**config.mk**
```make
export PLATFORM = sky130hd
export DESIGN_NAME = univ_shift_reg
export DESIGN_NICKNAME = d
export VERILOG_FILES = /design/src/rtl/univ_shift_reg.sv
export SDC_FILE = /design/constraint.sdc
export NUM_CORES = 1
export LEC_CHECK = 0
export BUFFER_PORTS_ARGS = -buffer_cell sky130_fd_sc_hd__buf_2
export CELL_PAD_IN_SITES_DETAIL_PLACEMENT = 0
export CELL_PAD_IN_SITES_GLOBAL_PLACEMENT = 1
export CORE_MARGIN = 1.5
export CORE_UTILIZATION = 41
export DETAILED_ROUTE_END_ITERATION = 6
export PLACE_DENSITY_LB_ADDON = 0.1
export SYNTH_ARGS = -nofsm -noshare
export SYNTH_HDL_FRONTEND = slang
export SYNTH_SLANG_ARGS = --single-unit
```
**constraint.sdc**
```tcl
create_clock -name clk -period 4.3 [get_ports clk]
set_input_delay 0.215 -clock clk [delete_from_list [all_inputs] [get_ports clk]]
set_output_delay 0.215 -clock clk [all_outputs]
set_load 0.02 [all_outputs]
```
**src/rtl/univ_shift_reg.sv**
```systemverilog
// Universal shift register: hold/load/shift/rotate plus WIDTH-shift bursts under a 2-state FSM.
// Define UNIV_SHIFT_REG_ROTATE_EN to enable ROTL/ROTR; otherwise modes 4/5 behave as HOLD.
module univ_shift_reg #(
  parameter int WIDTH = 8,
  parameter int CNT_W = $clog2(WIDTH + 1)
) (
  input  logic             clk,
  input  logic             nrst,
  input  logic             D,
  input  logic [2:0]       mode_i,
  input  logic [WIDTH-1:0] par_i,
  output logic [WIDTH-1:0] P,
  output logic             ser_o,
  output logic [CNT_W-1:0] cnt_o,
  output logic             busy_o,
  output logic             done_o
);

  localparam logic [2:0] MODE_HOLD    = 3'd0;
  localparam logic [2:0] MODE_LOAD    = 3'd1;
  localparam logic [2:0] MODE_SHL     = 3'd2;
  localparam logic [2:0] MODE_SHR     = 3'd3;
  localparam logic [2:0] MODE_ROTL    = 3'd4;
  localparam logic [2:0] MODE_ROTR    = 3'd5;
  localparam logic [2:0] MODE_BURST_L = 3'd6;
  localparam logic [2:0] MODE_BURST_R = 3'd7;

  localparam logic [CNT_W-1:0] CNT_MAX  = CNT_W'(WIDTH);
  localparam logic [CNT_W-1:0] CNT_LAST = CNT_W'(WIDTH - 1);
  localparam logic [CNT_W-1:0] CNT_ONE  = CNT_W'(1);

  typedef enum logic {S_IDLE, S_BURST} state_e;

  state_e           state_q, state_d;
  logic [WIDTH-1:0] p_q, p_d;
  logic [CNT_W-1:0] cnt_q, cnt_d;
  logic             dir_left_q, dir_left_d;
  logic             bdir_left_q, bdir_left_d;
  logic             done_q, done_d;
  logic             burst_req;

  function automatic logic [CNT_W-1:0] sat_inc(input logic [CNT_W-1:0] c);
    return (c == CNT_MAX) ? c : c + CNT_ONE;
  endfunction

  function automatic logic [WIDTH-1:0] shl(input logic [WIDTH-1:0] v, input logic b);
    return {v[WIDTH-2:0], b};
  endfunction

  function automatic logic [WIDTH-1:0] shr(input logic [WIDTH-1:0] v, input logic b);
    return {b, v[WIDTH-1:1]};
  endfunction

  assign burst_req = (mode_i == MODE_BURST_L) || (mode_i == MODE_BURST_R);

  always_ff @(posedge clk or negedge nrst) begin
    if (!nrst) state_q <= S_IDLE;
    else       state_q <= state_d;
  end

  // A burst request seen on the final shift keeps the FSM in BURST, so the
  // next edge starts the new burst with no idle gap.
  always_comb begin
    state_d = state_q;
    case (state_q)
      S_IDLE:  if (burst_req) state_d = S_BURST;
      S_BURST: if ((cnt_q == CNT_LAST) && !burst_req) state_d = S_IDLE;
      default: state_d = S_IDLE;
    endcase
  end

  always_ff @(posedge clk or negedge nrst) begin
    if (!nrst) begin
      p_q         <= '0;
      cnt_q       <= '0;
      dir_left_q  <= 1'b1;
      bdir_left_q <= 1'b1;
      done_q      <= 1'b0;
    end else begin
      p_q         <= p_d;
      cnt_q       <= cnt_d;
      dir_left_q  <= dir_left_d;
      bdir_left_q <= bdir_left_d;
      done_q      <= done_d;
    end
  end

  // In BURST cnt_q counts shifts already made; cnt_q == WIDTH there marks a
  // pending back-to-back restart, whose edge is shift 1 of the new burst.
  always_comb begin
    p_d         = p_q;
    cnt_d       = cnt_q;
    dir_left_d  = dir_left_q;
    bdir_left_d = bdir_left_q;
    done_d      = 1'b0;
    if (state_q == S_BURST) begin
      p_d        = bdir_left_q ? shl(p_q, D) : shr(p_q, D);
      dir_left_d = bdir_left_q;
      cnt_d      = (cnt_q == CNT_MAX) ? CNT_ONE : cnt_q + CNT_ONE;
      if (cnt_q == CNT_LAST) begin
        done_d = 1'b1;
        if (burst_req) bdir_left_d = (mode_i == MODE_BURST_L);
      end
    end else begin
      case (mode_i)
        MODE_LOAD: begin
          p_d   = par_i;
          cnt_d = '0;
        end
        MODE_SHL: begin
          p_d        = shl(p_q, D);
          cnt_d      = sat_inc(cnt_q);
          dir_left_d = 1'b1;
        end
        MODE_SHR: begin
          p_d        = shr(p_q, D);
          cnt_d      = sat_inc(cnt_q);
          dir_left_d = 1'b0;
        end
`ifdef UNIV_SHIFT_REG_ROTATE_EN
        MODE_ROTL: begin
          p_d        = shl(p_q, p_q[WIDTH-1]);
          cnt_d      = sat_inc(cnt_q);
          dir_left_d = 1'b1;
        end
        MODE_ROTR: begin
          p_d        = shr(p_q, p_q[0]);
          cnt_d      = sat_inc(cnt_q);
          dir_left_d = 1'b0;
        end
        MODE_HOLD: ;
`else
        MODE_HOLD, MODE_ROTL, MODE_ROTR: ;
`endif
        MODE_BURST_L: begin
          p_d         = shl(p_q, D);
          cnt_d       = CNT_ONE;
          dir_left_d  = 1'b1;
          bdir_left_d = 1'b1;
        end
        MODE_BURST_R: begin
          p_d         = shr(p_q, D);
          cnt_d       = CNT_ONE;
          dir_left_d  = 1'b0;
          bdir_left_d = 1'b0;
        end
        default: ;
      endcase
    end
  end

  always_comb begin
    P      = p_q;
    cnt_o  = cnt_q;
    busy_o = (state_q == S_BURST);
    done_o = done_q;
    ser_o  = dir_left_q ? p_q[WIDTH-1] : p_q[0];
  end

endmodule

```
==> results.md <==
- Port-buffer cells: 28
- Clk_lat worst skew: slightly below 0.3 ns
- MaxCap Viol Count: 0
- Syn. warnings: 0
- Vias in the first global route: around 860
- Clock Skew: ~0.0017 ns
- Synthesized area: between 1000 and 1500 um^2
- First-pass GRT wire length: around 4 mm
- F_max: between 500 and 600 MHz
- GRT overflow: 0
- Cell area after placement: 1250 um^2
- Worst VDD drop: between 0.0003 and 0.0004 V
- Crit path max-delay family: simple AND/OR/NAND/NOR gates
- Power Total: 959 uW
- Crit Path Max Fanout: 25
- Number of antenna violations at the first check in global routing: 0
- First-pass DRT Iterations: 4
- Met3 WL: approximately 110 um
- WL met2: 1.07 mm
- Final hold vios: 0
- Slew margin rel.: about 54%
- RePlAce Congestion: between 0.6 and 0.7
- # DRC: 0
- Worst Setup End Kind: flop
- Die Wd: around 55 um
- Antenna-violating nets left: 0
- Post-synth top area cell: dfrtp_1
- Initial DRC count: 18
- Yosys top cell area share: 31.6%
- Hold_ws: roughly 0.22 ns
- CTS Buf Count: 3
- Status: complete, no violations
- Die height: around 55 um
- M1 WL: roughly 1.3 mm
- # IOs: 29
- CP Buf/Inv Count: 0
- Final worst path period share: around 44%
- Initial Util: between 40% and 50%
- Largest net degree at the start of global routing: 26
- CTS max path bufs: 2
- Pre-CTS WS: ~2.4 ns
- Top Metal Used: met4
- Max-slew violation count: 0
- Via count: between 900 and 1000
- Area Growth Syn to Fin: 16.6%
- Slowest stage delay, CP: roughly 0.65 ns
- Syn_area_per_cell: roughly 8.5 um^2
- Minimum clock period: between 1.5 and 2 ns
- Worst min path class: in -> reg
- #FFs+latches synth: 16
- Setup TNS: 0 ns
- Drt total wl: 2.49 mm
- H-tree levels: 1
- Cell count after synthesis: 130
- Layout cells sized above 1: approximately a quarter
- WL/cell: ~13 um
- DP HPWL: approximately 1.8 mm
- CP startpoint kind: flop
- Syn nets: roughly 150
- PostCTS Resize Cnt: 0
- Seq/Total Area, Yosys: a little over a third
- N_diodes: 0
- Static leakage: approximately 0.00063 uW
- Distinct cells, synth: 32
- # nets final: 172
- Fin area: 1290 um^2
- Worst Path Arrival: roughly 2.1 ns
- Worst setup path category: reg -> reg
- Critical-path top delay cell: dfrtp_1
- Die area: approximately 3000 um^2
- Post-route setup slack: around 2.4 ns
- Worst slew pin tran: slightly below 0.7 ns
- Clock Tree Root: clkbuf_4
- PwrDens: between 700 and 800 nW/um^2
- Core area: approximately 2500 um^2
- Levels on crit path: 4
- Worst R2R Path Depth: 4
- Final setup fails: 0
- CTS tree: done
- Synth top area cells: dfrtp_1 (32%), mux2i_1 (15%), nand2_1 (7.4%)
- WHS Path Cells: 3
- Clock transition at the registers of the reported paths: approximately 0.10 ns
- RSZ-0062 raised after global routing: false
- Cell Rows: 18
- Critical Path, Cell by Cell: nor2_1 -> and2_1 -> nor4_1 -> a211o_1
- CTS Sinks: 16
- Overall Global Routing Usage: approximately a fifth
- Via density: approximately 5.3
- WP data required: roughly 4.5 ns
## layout make-up
| type | count | area (um^2) |
|---|---|---|
| fill | 265 | 1230 |
| multi-input combinational | 100 | 644 |
| sequential | 16 | 403 |
| timing repair buffer | 29 | 150 |
| tap | 30 | 37.5 |
| clock buffer | 4 | 36.3 |
| inverter | 6 | 22.5 |
## state kept, by name, summed over array words and instances (netlist names)
signal,cells
P,8
bdir_left_q,1
busy_o,1
cnt_o,4
dir_left_q,1
done_o,1
## cell usage after synthesis (all sizes together)
library cell and number:
o22ai 1, a21o 1, nor3 1, nand3 1
a21oi 10, clkbuf 3, ha 2, o31ai 1
nand2 22, dfstp 2, o2bb2ai 1, or3b 1
nor2 11, nor4 2, buf 5, mux2i 18
o21a 1, nand2b 2, and2 1, inv 6
o21bai 1, mux2 2, nor2b 1, o221a 1
a211o 1, o21ai 16, dfrtp 14, nand3b 2
## path summary, 6_finish.rpt
check	start	end	slack, ns
max reg2reg	busy_o	cnt_o[3]	2.40
max in group asynchronous	nrst	bdir_left_q	3.63
max	busy_o	cnt_o[3]	2.40
min in group asynchronous	nrst	P[0]	0.36
min	mode_i[2]	busy_o	0.22
min reg2reg	dir_left_q	dir_left_q	0.57
## cells by family (layout without fill, tap and decap cells)
| family | count (synthesis) | after routing | share of synthesized area, % |
|---|---|---|---|
| compound gates | 34 | 34 | 18.2 |
| fa+ha+maj | 2 | 2 | 2.25 |
| flops | 16 | 16 | 36.3 |
| mux | 20 | 20 | 19.4 |
| simple gates | 44 | 44 | 18.3 |
| buf+inv | 14 | 39 | 5.64 |
## per-stage QoR
step	std cells	util, %
2_1_floorplan	130	-
3_3_place_gp	180	49.5
3_5_place_dp	180	49.5
4_1_cts	185	51.3
5_1_grt	185	51.3
6_report	185	51.3
## cells in the final DEF, fill, tap and decap left out
master	instances
nor2b_1	1
o2bb2ai_2	1
clkbuf_4	3
nand2b_4	1
o21bai_1	1
inv_1	6
nand2b_1	1
o22ai_1	1
dfstp_2	2
nor4_1	2
dlygate4sd3_1	1
mux2_2	2
o221a_2	1
nand3_1	1
nor3_1	1
o21ai_0	16
clkbuf_8	1
o21a_1	1
buf_2	28
nor2_1	11
ha_1	2
a211o_1	1
o31ai_1	1
or3b_1	1
and2_1	1
nand2_1	22
dfrtp_1	14
mux2i_4	1
a21o_1	1
mux2i_1	17
a21oi_1	10
nand3b_1	2
## worst min-delay path, cell delays in order
cell,delay [ns]
buf_2,0.13
nand2_1,0.08
nand2_1,0.05
## routing by layer
metal	vias up	track usage, %
li1	501	-
met1	453	25.8
met2	20	30.2
met3	2	5.65
met4	0	2.44
met5	-	0
## where the power goes
group	switching, uW	total, uW	internal [uW]	leakage (uW)
Sequential	141	375	234	0.000183
Combinational	261	483	222	0.000426
Clock	49.2	101	51.6	0.0000210
## repair_timing
item,in CTS,in global routing
hold buffers,1,0
buffers inserted,0,0
hold endpoints to repair,14,0
No activity file was read; power rests on OpenSTA's default activity.
